**config.mk**
```make
export PLATFORM = sky130hd
export DESIGN_NAME = calc_fsm_core
export DESIGN_NICKNAME = d
export VERILOG_FILES = /design/src/rtl/calc_fsm_core.sv
export SDC_FILE = /design/constraint.sdc
export NUM_CORES = 1
export LEC_CHECK = 0
export ABC_AREA = 1
export BUFFER_PORTS_ARGS = -buffer_cell sky130_fd_sc_hd__buf_2
export CAP_MARGIN = 30
export CORE_ASPECT_RATIO = 1.75
export CORE_MARGIN = 10
export CORE_UTILIZATION = 65
export CTS_BUF_LIST = sky130_fd_sc_hd__clkbuf_8
export DETAILED_ROUTE_END_ITERATION = 16
export GPL_ROUTABILITY_DRIVEN = 0
export PLACE_DENSITY_LB_ADDON = 0.1
export SYNTH_ARGS = -nofsm -noshare
export SYNTH_HDL_FRONTEND = slang
export SYNTH_SLANG_ARGS = --single-unit
```
**constraint.sdc**
```tcl
create_clock -name Clk -period 3.7 [get_ports Clk]
set_input_delay 0.74 -clock Clk [delete_from_list [all_inputs] [get_ports Clk]]
set_output_delay 0.74 -clock Clk [all_outputs]
set_load 0.02 [all_outputs]
```
**src/rtl/calc_fsm_core.sv**
```systemverilog
// calc_fsm_core: button-driven calculator engine (capture A/B, pick opcode,
// run add/sub/shift-add multiply/restoring divide, present result until ack).
// Optional feature macro: CALC_ACCUM_EN -- ack in QDone chains the result
// into A and resumes at QGet_B instead of returning to QI.
module calc_fsm_core #(
    parameter int unsigned WIDTH = 16,
    parameter int unsigned CNT_W = 5
) (
    input  logic             Clk,
    input  logic             Reset,
    input  logic [WIDTH-1:0] In,
    input  logic             ButU,
    input  logic             ButD,
    input  logic             ButL,
    input  logic             ButR,
    output logic [WIDTH-1:0] C,
    output logic [WIDTH-1:0] Rem,
    output logic             Flag,
    output logic             Done,
    output logic             QI,
    output logic             QGet_A,
    output logic             QGet_B,
    output logic             QGet_Op,
    output logic             QAdd,
    output logic             QSub,
    output logic             QMul,
    output logic             QDiv,
    output logic             QErr,
    output logic             QDone
);

    localparam int unsigned PW = 2 * WIDTH;

    // One-hot state encoding; each bit drives one LED indicator directly.
    localparam logic [9:0] S_I      = 10'b00_0000_0001;
    localparam logic [9:0] S_GET_A  = 10'b00_0000_0010;
    localparam logic [9:0] S_GET_B  = 10'b00_0000_0100;
    localparam logic [9:0] S_GET_OP = 10'b00_0000_1000;
    localparam logic [9:0] S_ADD    = 10'b00_0001_0000;
    localparam logic [9:0] S_SUB    = 10'b00_0010_0000;
    localparam logic [9:0] S_MUL    = 10'b00_0100_0000;
    localparam logic [9:0] S_DIV    = 10'b00_1000_0000;
    localparam logic [9:0] S_ERR    = 10'b01_0000_0000;
    localparam logic [9:0] S_DONE   = 10'b10_0000_0000;

    localparam logic [CNT_W-1:0] MUL_LAST = CNT_W'(WIDTH - 1);
    localparam logic [CNT_W-1:0] DIV_LAST = CNT_W'(WIDTH);

    logic [9:0]       state, state_n;
    logic [WIDTH-1:0] a_q, a_n, b_q, b_n;
    logic [WIDTH-1:0] c_n, rem_n;
    logic             flag_n, done_n;
    logic [CNT_W-1:0] cnt_q, cnt_n;
    // prod_q: multiply accumulator, or {partial remainder, dividend/quotient} when dividing
    logic [PW-1:0]    prod_q, prod_n;
    logic [PW-1:0]    mcand_q, mcand_n;
    logic [WIDTH-1:0] mplier_q, mplier_n;

    logic [WIDTH:0]   sum_w;
    logic [PW-1:0]    mul_acc;
    logic [WIDTH:0]   div_shift;
    logic             div_ge;
    logic [WIDTH-1:0] div_sub;
    logic [WIDTH-1:0] div_upper;
    logic [WIDTH-1:0] div_lower;

    // Arithmetic helpers for the single-step datapath
    assign sum_w     = {1'b0, a_q} + {1'b0, b_q};
    assign mul_acc   = mplier_q[0] ? (prod_q + mcand_q) : prod_q;
    assign div_shift = prod_q[PW-1:WIDTH-1];
    assign div_ge    = (div_shift >= {1'b0, b_q});
    assign div_sub   = WIDTH'(div_shift - {1'b0, b_q});
    assign div_upper = div_ge ? div_sub : div_shift[WIDTH-1:0];
    assign div_lower = {prod_q[WIDTH-2:0], div_ge};

    assign QI      = state[0];
    assign QGet_A  = state[1];
    assign QGet_B  = state[2];
    assign QGet_Op = state[3];
    assign QAdd    = state[4];
    assign QSub    = state[5];
    assign QMul    = state[6];
    assign QDiv    = state[7];
    assign QErr    = state[8];
    assign QDone   = state[9];

    // Registers: state, operands, iteration state and all visible outputs
    always_ff @(posedge Clk) begin
        if (!Reset) begin
            state    <= S_I;
            a_q      <= '0;
            b_q      <= '0;
            cnt_q    <= '0;
            prod_q   <= '0;
            mcand_q  <= '0;
            mplier_q <= '0;
            C        <= '0;
            Rem      <= '0;
            Flag     <= 1'b0;
            Done     <= 1'b0;
        end else begin
            state    <= state_n;
            a_q      <= a_n;
            b_q      <= b_n;
            cnt_q    <= cnt_n;
            prod_q   <= prod_n;
            mcand_q  <= mcand_n;
            mplier_q <= mplier_n;
            C        <= c_n;
            Rem      <= rem_n;
            Flag     <= flag_n;
            Done     <= done_n;
        end
    end

    // Next-state and datapath update
    always_comb begin
        state_n  = state;
        a_n      = a_q;
        b_n      = b_q;
        cnt_n    = cnt_q;
        prod_n   = prod_q;
        mcand_n  = mcand_q;
        mplier_n = mplier_q;
        c_n      = C;
        rem_n    = Rem;
        flag_n   = Flag;
        done_n   = Done;

        unique case (state)
            S_I: begin
                if (ButL) state_n = S_GET_A;
            end
            S_GET_A: begin
                if (ButR) begin
                    a_n     = In;
                    state_n = S_GET_B;
                end
            end
            S_GET_B: begin
                if (ButR) begin
                    b_n     = In;
                    state_n = S_GET_OP;
                end
            end
            S_GET_OP: begin
                if (ButU || ButD || ButL || ButR) begin
                    c_n    = '0;
                    rem_n  = '0;
                    flag_n = 1'b0;
                    cnt_n  = '0;
                    if (ButU) begin
                        state_n = S_ADD;
                    end else if (ButD) begin
                        state_n = S_SUB;
                    end else if (ButL) begin
                        state_n  = S_MUL;
                        prod_n   = '0;
                        mcand_n  = {{WIDTH{1'b0}}, a_q};
                        mplier_n = b_q;
                    end else begin
                        state_n = S_DIV;
                        prod_n  = {{WIDTH{1'b0}}, a_q};
                    end
                end
            end
            S_ADD: begin
                c_n     = sum_w[WIDTH-1:0];
                flag_n  = sum_w[WIDTH];
                state_n = S_DONE;
                done_n  = 1'b1;
            end
            S_SUB: begin
                c_n     = a_q - b_q;
                flag_n  = (a_q < b_q);
                state_n = S_DONE;
                done_n  = 1'b1;
            end
            S_MUL: begin
                prod_n   = mul_acc;
                mcand_n  = mcand_q << 1;
                mplier_n = mplier_q >> 1;
                cnt_n    = cnt_q + CNT_W'(1);
                if (cnt_q == MUL_LAST) begin
                    c_n     = mul_acc[WIDTH-1:0];
                    flag_n  = |mul_acc[PW-1:WIDTH];
                    state_n = S_DONE;
                    done_n  = 1'b1;
                end
            end
            S_DIV: begin
                if (cnt_q == '0) begin
                    // Entry cycle: divisor check only
                    if (b_q == '0) begin
                        c_n     = {WIDTH{1'b1}};
                        rem_n   = a_q;
                        flag_n  = 1'b1;
                        state_n = S_ERR;
                        done_n  = 1'b1;
                    end else begin
                        cnt_n = CNT_W'(1);
                    end
                end else begin
                    prod_n = {div_upper, div_lower};
                    cnt_n  = cnt_q + CNT_W'(1);
                    if (cnt_q == DIV_LAST) begin
                        c_n     = div_lower;
                        rem_n   = div_upper;
                        flag_n  = (div_upper != '0);
                        state_n = S_DONE;
                        done_n  = 1'b1;
                    end
                end
            end
            S_DONE: begin
                if (ButL) begin
                    done_n = 1'b0;
`ifdef CALC_ACCUM_EN
                    a_n     = C;
                    state_n = S_GET_B;
`else
                    state_n = S_I;
`endif
                end
            end
            S_ERR: begin
                if (ButL) begin
                    done_n  = 1'b0;
                    state_n = S_I;
                end
            end
            default: begin
                state_n = S_I;
                done_n  = 1'b0;
            end
        endcase
    end

endmodule

```
* After elaboration in Yosys (flattened, before gate mapping)
Cells that the tools add are included.
** Cells by class
- Add/sub/neg operators :: 5
- Mux-type cells :: 56
- Order comparisons :: 2
- Eq/ne operators :: 25
- Reduce and logical (&&, ||, !) cells :: 23
- Bitwise gates (word level) :: 1
** Operators by type and width (count)
- two-way mux 32 bit :: 9
- two-way mux 16 bit :: 14
- case mux 32 bit (3 select lines) :: 1
- two-way mux 10 bit :: 9
- case mux 10 bit (8 select lines) :: 1
- case mux 16 bit (5 select lines) :: 1
- case mux 16 bit (2 select lines) :: 2
- case mux 32 bit (2 select lines) :: 1
- adder 32 bit :: 1
- subtractor 16 bit :: 2
- two-way mux 8 bit :: 3
- AND reduction 5 bit :: 4
- inequality test 2 bit, second input constant :: 9
- adder 16 x 16 -> 17 bit :: 1
- greater-or-equal comparator 17 x 16 -> 1 bit :: 1
- zero test 16 bit :: 1
- < comparator 16 bit :: 1
- nonzero test 16 bit :: 1
- OR reduction 16 bit :: 1
- two-way mux 5 bit :: 3
- case mux 5 bit (3 select lines) :: 1
- == test 10 x 1 -> 1 bit, second input constant :: 1
- == test 10 bit, second input constant :: 1
- == test 10 x 2 -> 1 bit, second input constant :: 1
- 26 further kinds :: 42
** Word-level totals
- Bits in registers :: 161
- Logic and storage cells :: 123
- Input port bits :: 22
- Output and inout bits :: 44

* Longest topological paths before layout
Gate-level depths: netlist (run 1).
- Depth in word-level cells :: 6
- Gate-level depth with buffers :: 19
- Gate-level depth less buffers :: 19

* Worst setup path after synthesis (run 1)
OpenSTA, ideal clock, no wires.
- Kind :: register -> register
- Start point :: register b_q[1]
- End point :: register Flag
- Setup time :: 0.119 ns
- Data arrival time :: 2.155 ns
- Data required time :: 3.581 ns
- Cell stages (with the launch flop) :: 17
- Path slack :: 1.425 ns
- Clock period less this slack :: 2.275 ns
- Buffers on the path :: 1
- Cells stage by stage :: dfxtp_1 inv_1 ha_1 nand2_1 nor2_1 nand3_1 nand3_1 nand2_2 nand2_4 buf_6 nand2_1 o21ai_0 nand3_1 nor2_1 nand3_1 a21oi_1 a21oi_1
** Between the ends
- Longest elaborated chain between the ends :: 6
- Elaborated cells between the ends (all ways) :: 12
- Classes of those cells :: add/sub (2); order compare (2); eq/ne (1); mux (4); reduce/logical (3)
** Ends and longest elaborated chain
- start: declaration :: RTL line 50 : logic [WIDTH-1:0] a_q, a_n, b_q, b_n;
- start signal: assignment :: RTL line 104 : b_q <= b_n;
- subtractor 16 bit / greater-or-equal comparator 17 x 16 -> 1 bit (equally long branches) :: RTL line 72, 71
- two-way mux 16 bit :: RTL line 73 : assign div_upper = div_ge ? div_sub : div_shift[WIDTH-1:0];
- nonzero test 16 bit :: RTL line 209 : flag_n = (div_upper != '0);
- two-way mux 1 bit :: RTL line 206 : if (cnt_q == DIV_LAST) begin
- two-way mux 1 bit :: RTL line 192 : if (cnt_q == '0) begin
- case mux 1 bit (5 select lines) :: RTL line 130 : unique case (state)
- end signal: assignment :: RTL line 111 : Flag <= flag_n;
- end: declaration :: RTL line 18 : output logic Flag,
Several ways; a longest one is shown, not always the timed one. The select of a mux whose other input is x is not followed.
A chain may end at the register's enable or synchronous reset.

* Worst setup path after layout (run 1)
- Start point :: register a_q[0]
- End point :: register C[12]
** Between the ends
- Longest elaborated chain between the ends :: 2
- Elaborated cells between the ends (all ways) :: 3
- Classes of those cells :: add/sub (2); mux (1)
** Ends and longest elaborated chain
- start: declaration :: RTL line 50
- start signal: assignment :: RTL line 103 : a_q <= a_n;
- subtractor 16 bit / adder 16 x 16 -> 17 bit (equally long branches) :: RTL line 174, 68
- case mux 16 bit (5 select lines) (*) :: RTL line 130
- end signal: assignment :: RTL line 109 : C <= c_n;
- end: declaration :: RTL line 16 : output logic [WIDTH-1:0] C,
Every way passes the cells marked *; elsewhere a longest branch is shown, timed or not.

==> results of run 1 <==
[metal layers]
metal | share of wire (%) | up-vias | track usage [%] | wire length (um)
met4 | 9.8 | 0 | 30.9 | 4780
met5 | 0 | - | 0 | 0
met1 | 34 | 6710 | 38.1 | 16500
met3 | 8.9 | 316 | 7.52 | 4340
met2 | 47 | 901 | 62.0 | 22900
li1 | - | 6993 | - | -
[state kept, by name (all words and copies together), names as in the netlist]
signal / cells
state: 10
a_q: 16
mplier_q: 16
Rem: 16
Done: 1
Flag: 1
C: 16
cnt_q: 5
prod_q: 32
b_q: 16
mcand_q: 32
[power breakdown]
group / internal, mW / switching [mW]
logic: 1.19 / 2.84
registers: 1.92 / 0.252
clock network: 0.522 / 0.791
total: 3.63 / 3.88
[stage by stage]
step	util [%]	std cells	hold slack [ns]	total power [mW]	area [um2]
3_5_place_dp	68.0	2363	0.452	6.04	13300
4_1_cts	69.9	2395	0.470	7.32	13700
5_1_grt	69.9	2395	0.486	7.99	13700
6_report	69.9	2395	0.467	7.51	13700
2_1_floorplan	-	2103	0.444	5.07	12800
3_3_place_gp	68.0	2363	0.452	5.98	13300
[cells by family after synthesis]
group,after synthesis
fa+ha+maj,86
compound gates,465
xor+xnor,13
simple gates,1012
flops,161
buf+inv,366
[worst register-to-register path: stages, from the launching register on]
cell      delay, ns
dfxtp_1        0.34
inv_1          0.16
ha_1           0.18
inv_1          0.06
fa_1           0.40
nand3_1        0.11
nand3_1        0.15
nand2_1        0.11
o211ai_1       0.18
a21boi_0       0.54
o211ai_1       0.17
nand3_1        0.11
nand2_1        0.07
o21ai_0        0.51
a21oi_1        0.14
[synthesized netlist by cell type, types with 9 or more instances]
master    count  area share [%]
o211ai_1     10            0.58
inv_2        10            0.29
or2_2        17            0.83
o21bai_1     10            0.58
buf_4         9            0.53
nor2_1      141             4.1
o21ai_0     158             6.2
inv_1       280             8.2
dfxtp_1     161              25
buf_2        16            0.62
nand2_1     609              18
a31oi_1      43             2.1
nand3_1     150             5.8
nor3_1       21            0.82
xor2_1       11            0.75
nand4_1      30             1.5
ha_1         82             8.0
a21oi_1     191             7.4
clkbuf_1     43             1.3
[final timing paths]
check             endpoint
setup / recovery     C[12]
setup reg to reg     C[12]
hold reg to reg       C[0]
hold / removal        C[0]
[final cells by class]
class	instances	area, um2	area share, %
multi-input combinational	1576	8170	59.7
clock buffer	19	262	1.91
timing repair buffer	90	513	3.75
inverter	291	1090	7.98
clock inverter	13	120	0.878
tap	245	307	2.24
sequential	161	3220	23.5
==> summary.md, run 1 <==
| Metric | Value |
|---|---|
| Crit path DAT | 3.72 ns |
| Core area | 19600 um2 |
| Full die area | 26000 um2 |
| Warning count from the yosys run | 0 |
| Commonest non-fill, non-tap cell in the layout | nand2_1 |
| Mapped Cells | 2103 |
| Final Setup Violations | 0 |
| Die H | 206 um |
| Synthesized flop and latch total | 161 |
| Worst reg2reg path startpoint | a_q[0] |
| Root Driver | clkbuf_8 |
| Cts bufs inserted | 17 |
| Hold_sp | C[0] |
| # Post-CTS Setup Buffers | 0 |
| Primary FF master, synth | dfxtp_1 |
| Post-synthesis sequential area ratio | 25.1% |
| Slew @ Worst Pin | 0.946 ns |
| Mapped Area | 12800 um2 |
| Initial antenna violation count | 0 |
| Remaining Overflow, GRT | 0 |
| Xor/xnor share of the synthesized area | 0.887% |
| Mean Syn Cell Area | 6.11 um2 |
| Max IR drop VDD | 0.491 mV |
| Hold Path Depth | 2 |
| Family with the most delay on the worst path | compound AO/OA/AOI/OAI gates |
| Crit path time final | 3.38 ns |
| Global-route wire length before repair | 75400 um |
| Hpwl dp | 37200 um |
| Startpoint Class | flip-flop |
| Worst reg2reg setup slack | 0.32 ns |
| Die X | 126 um |
| Drt pass-1 iters | 7 |
| GRT Overall Usage | 36.6% |
| IO Count | 66 |
| Max Buffers Root-to-Sink | 2 |
| Post_cts resized | 0 |
| CTS tree | yes |
| Critical Path Sink Type | flip-flop |
| Via density | 6.23 |
| PnR worst setup slack | 0.322 ns |
| RSZ-0062 raised after global routing | no |
| Post-Place Setup Slack | 0.615 ns |
| Critical Path Start | a_q[0] |
| Worst path max stage delay | 0.54 ns |
| Power density cells | 549 nW/um2 |
| Synth Area in Simple Gates | 34.0% |
| Number of max-cap violations | 0 |
| Drt total wl | 48600 um |
| Status | complete, no violations |
| Crit-path max FO | 4 |
| Fin Clk Skew | 0.0245 ns |
| Ratio of cells with drive above 1 in the final layout | 8.47% |
| Post-Synth Adder-Cell Area | 8.61% |
| Post-Syn Nets | 2211 |
| Diode count | 0 |
| Sum Neg Setup Slack | 0 ns |
| Rel. slew slack | 36.9% |
| Reg clk slew, reported paths | 0.11 ns |
| H-tree levels | 4 |
| Hold-fix buffers at CTS | 0 |
| FMAX | 296 MHz |
| # fillers | 1858 |
| Crit Path Class | flip-flop to flip-flop |
| DRC | 0 |
| Clock sink count | 161 |
| Netlist cell types | 56 |
| Worst Path Buf+Inv | 2 |
| Post-synthesis mux area share | 0% |
| Post-route ant nets | 0 |
| Number of synthesized flops with an enable pin | 0 |
| P_leak | 6.81 nW |
| Largest family of logic cells by synthesized area | simple AND/OR/NAND/NOR gates |
| Pins over their slew limit | 0 |
| Async S/R FF share, synth | 0% |
| Final Hold Vio Count | 0 |
| Critical Path RT | 4.05 ns |
| Number of global-route vias before repair | 14200 |
| Tcrit/Tclk final | 91.3% |
| Most frequent cells in the layout | nand2_1 (609), inv_1 (280), a21oi_1 (191), dfxtp_1 (161), o21ai_0 (158) |
| Via count | 14900 |
| Pin count of the biggest net entering global routing | 68 |
| Clock Latency Late Sink | 0.50 ns |
| Compound-Gate Fraction of Synth Area | 20.2% |
| Area delta synth->final | 6.61% |
| CP max-delay cell | a21boi_0 |
| Avg WL per Cell | 20.3 um |
| Site Rows | 68 |
| FF-to-FF path depth | 14 |
| Layout net count | 2245 |
| Cell Chain, Critical Path | inv_1, ha_1, inv_1, fa_1, nand3_1, nand3_1, nand2_1, o211ai_1, a21boi_0, o211ai_1, nand3_1, nand2_1, o21ai_0, a21oi_1 |
| DR iter-0 viols | 1745 |
| WP depth | 14 |
| Crit path top cell by count | nand3_1 |
| Starting Density | 65.6% |
| I/O Buffers | 65 |
| Hold Crit Class | flip-flop to flip-flop |
(Power assumes the default switching activity.)
==> inputs of run 2 (changes only) <==
==> constraint.sdc (replaced) <==
create_clock -name Clk -period 3.6 [get_ports Clk]
set_input_delay 0.54 -clock Clk [delete_from_list [all_inputs] [get_ports Clk]]
set_output_delay 0.54 -clock Clk [all_outputs]
set_load 0.02 [all_outputs]
==> run 2 against run 1 <==
- clock-buffer cell count decreased by 1
- clock power about the same
- register-to-register slack better by 0.04 ns
- non-clock buffer count rose by 4
- cell area is 0.31% higher
- critical path type unchanged
- critical endpoint is now Flag
- largest cell class unchanged
==> summary.md, run 2 (synthesis results as in run 1) <==
| Metric | Value |
|---|---|
| Status | complete, no violations |
| GRT Overall Usage | 37.4% |
| Most frequent cells in the layout | nand2_1 (609), inv_1 (280), a21oi_1 (191), dfxtp_1 (161), o21ai_0 (158) |
| RSZ-0062 raised after global routing | no |
| PnR worst setup slack | 0.359 ns |
| I/O Buffers | 65 |
| Area delta synth->final | 6.94% |
| CP max-delay cell | o21ai_0 |
| Diode count | 0 |
| Layout net count | 2249 |
| Cell Chain, Critical Path | inv_1, ha_1, nand2_1, inv_1, nand2_1, nand2_1, inv_1, nand3_1, nand2_2, nand2_4, o21ai_0, nand3_1, nor2_1, nand3_1, a21oi_1, a21oi_1 |
| Placed cell areas | 13400 um2 |
| Family with the most delay on the worst path | simple AND/OR/NAND/NOR gates |
| Max Buffers Root-to-Sink | 2 |
| Global-route wire length before repair | 76900 um |
| Drt total wl | 49400 um |
| Via density | 6.22 |
| Hold-fix buffers at CTS | 0 |
| CTS tree | yes |
| Number of max-cap violations | 0 |
| Power density cells | 558 nW/um2 |
| Tcrit/Tclk final | 90.0% |
| Crit path time final | 3.24 ns |
| Layout Cells excl Fill | 2398 |
| Die H | 206 um |
| Worst reg2reg setup slack | 0.36 ns |
| Die X | 126 um |
| Max IR drop VDD | 0.476 mV |
| Hpwl dp | 37200 um |
| Ratio of cells with drive above 1 in the final layout | 8.59% |
| Startpoint Class | flip-flop |
| IO Count | 66 |
| Post-Layout Inst Area | 13700 um2 |
| Crit-path max FO | 19 |
| Pin count of the biggest net entering global routing | 117 |
| Critical Path RT | 3.98 ns |
| Drt pass-1 iters | 6 |
| Hold Crit Class | input pin to flip-flop |
| # fillers | 1844 |
| Sum Neg Setup Slack | 0 ns |
| H-tree levels | 4 |
| Top flop regs | mcand_q x32, prod_q x32 |
| Rel. slew slack | 29.0% |
| Site Rows | 68 |
| Min Hold Slack | 0.344 ns |
| Final Hold Vio Count | 0 |
| Crit path DAT | 3.62 ns |
| Worst Path Buf+Inv | 3 |
| Critical Path Sink Type | flip-flop |
| Reg clk slew, reported paths | 0.10 ns |
| Cts bufs inserted | 17 |
| Number of global-route vias before repair | 14400 |
| Post-route ant nets | 0 |
| Clock sink count | 161 |
| DR iter-0 viols | 1747 |
| Remaining Overflow, GRT | 0 |
| Full die area | 26000 um2 |
| Storage cell area | 3220 um2 |
| Root Driver | clkbuf_8 |
| DRC | 0 |
| FMAX | 309 MHz |
| Post-layout util | 70.2% |
| Worst path max stage delay | 0.55 ns |
| Crit Path Class | flip-flop to flip-flop |
| # Post-CTS Setup Buffers | 0 |
| Via count | 14900 |
| Slew @ Worst Pin | 1.06 ns |
| Design Power | 7.66 mW |
| Post_cts resized | 0 |
| Core area | 19600 um2 |
| P_leak | 6.84 nW |
| Post-Place Setup Slack | 0.495 ns |
| Avg WL per Cell | 20.6 um |
| Initial antenna violation count | 0 |
| Final Setup Violations | 0 |
| Placed cell count | 2367 |
| Fin Clk Skew | 0.0160 ns |
| Commonest non-fill, non-tap cell in the layout | nand2_1 |
| Starting Density | 65.6% |
| Multi-input gate area | 8170 um2 |
| Clock Latency Late Sink | 0.49 ns |
| Pins over their slew limit | 0 |
-- run 2: changes by cell type in the layout (fill, tap and decap cells not counted) --
cell       change
buf_4          +3
bufinv_16      +1
clkinv_2       +2
clkinv_8       -1
buf_16         +1
clkbuf_8       -1
clkinv_4       -3
inv_6          +1
-- run 2: layout make-up --
type                            instances  share of cell area [%]
Sequential cell                       161                    23.5
Tap cell                              245                    2.23
Multi-Input combinational cell       1576                    59.5
Timing Repair Buffer                   94                    4.10
Inverter                              291                    7.96
Clock buffer                           18                    1.80
Clock inverter                         13                   0.920
-- run 2: final timing paths --
check                                to  startpoint  cells past startpoint
worst max-delay path               Flag      b_q[8]                     16
worst min-delay path            b_q[15]      In[15]                      3
worst max register to register     Flag      b_q[8]                     16
worst min register to register     C[4]        C[4]                      2
-- run 2: power by group --
group          switching (mW)  internal, mW
combinational            2.86          1.23
sequential              0.261          1.97
clock                   0.768         0.574
-- run 2: per-layer routing --
metal / track usage [%] / part of all wire, %
met1: 37.8 / 32
met5: 0 / 0
met4: 34.6 / 11
met3: 9.09 / 10
met2: 62.3 / 47
-- run 2: worst reg2reg max path, stage by stage (launching register included) --
cell and delay, ns:
dfxtp_1 0.38, inv_1 0.18, ha_1 0.41, nand2_1 0.17, inv_1 0.05, nand2_1 0.06
nand2_1 0.06, inv_1 0.08, nand3_1 0.11, nand2_2 0.21, nand2_4 0.18, o21ai_0 0.55
nand3_1 0.19, nor2_1 0.13, nand3_1 0.14, a21oi_1 0.16, a21oi_1 0.07
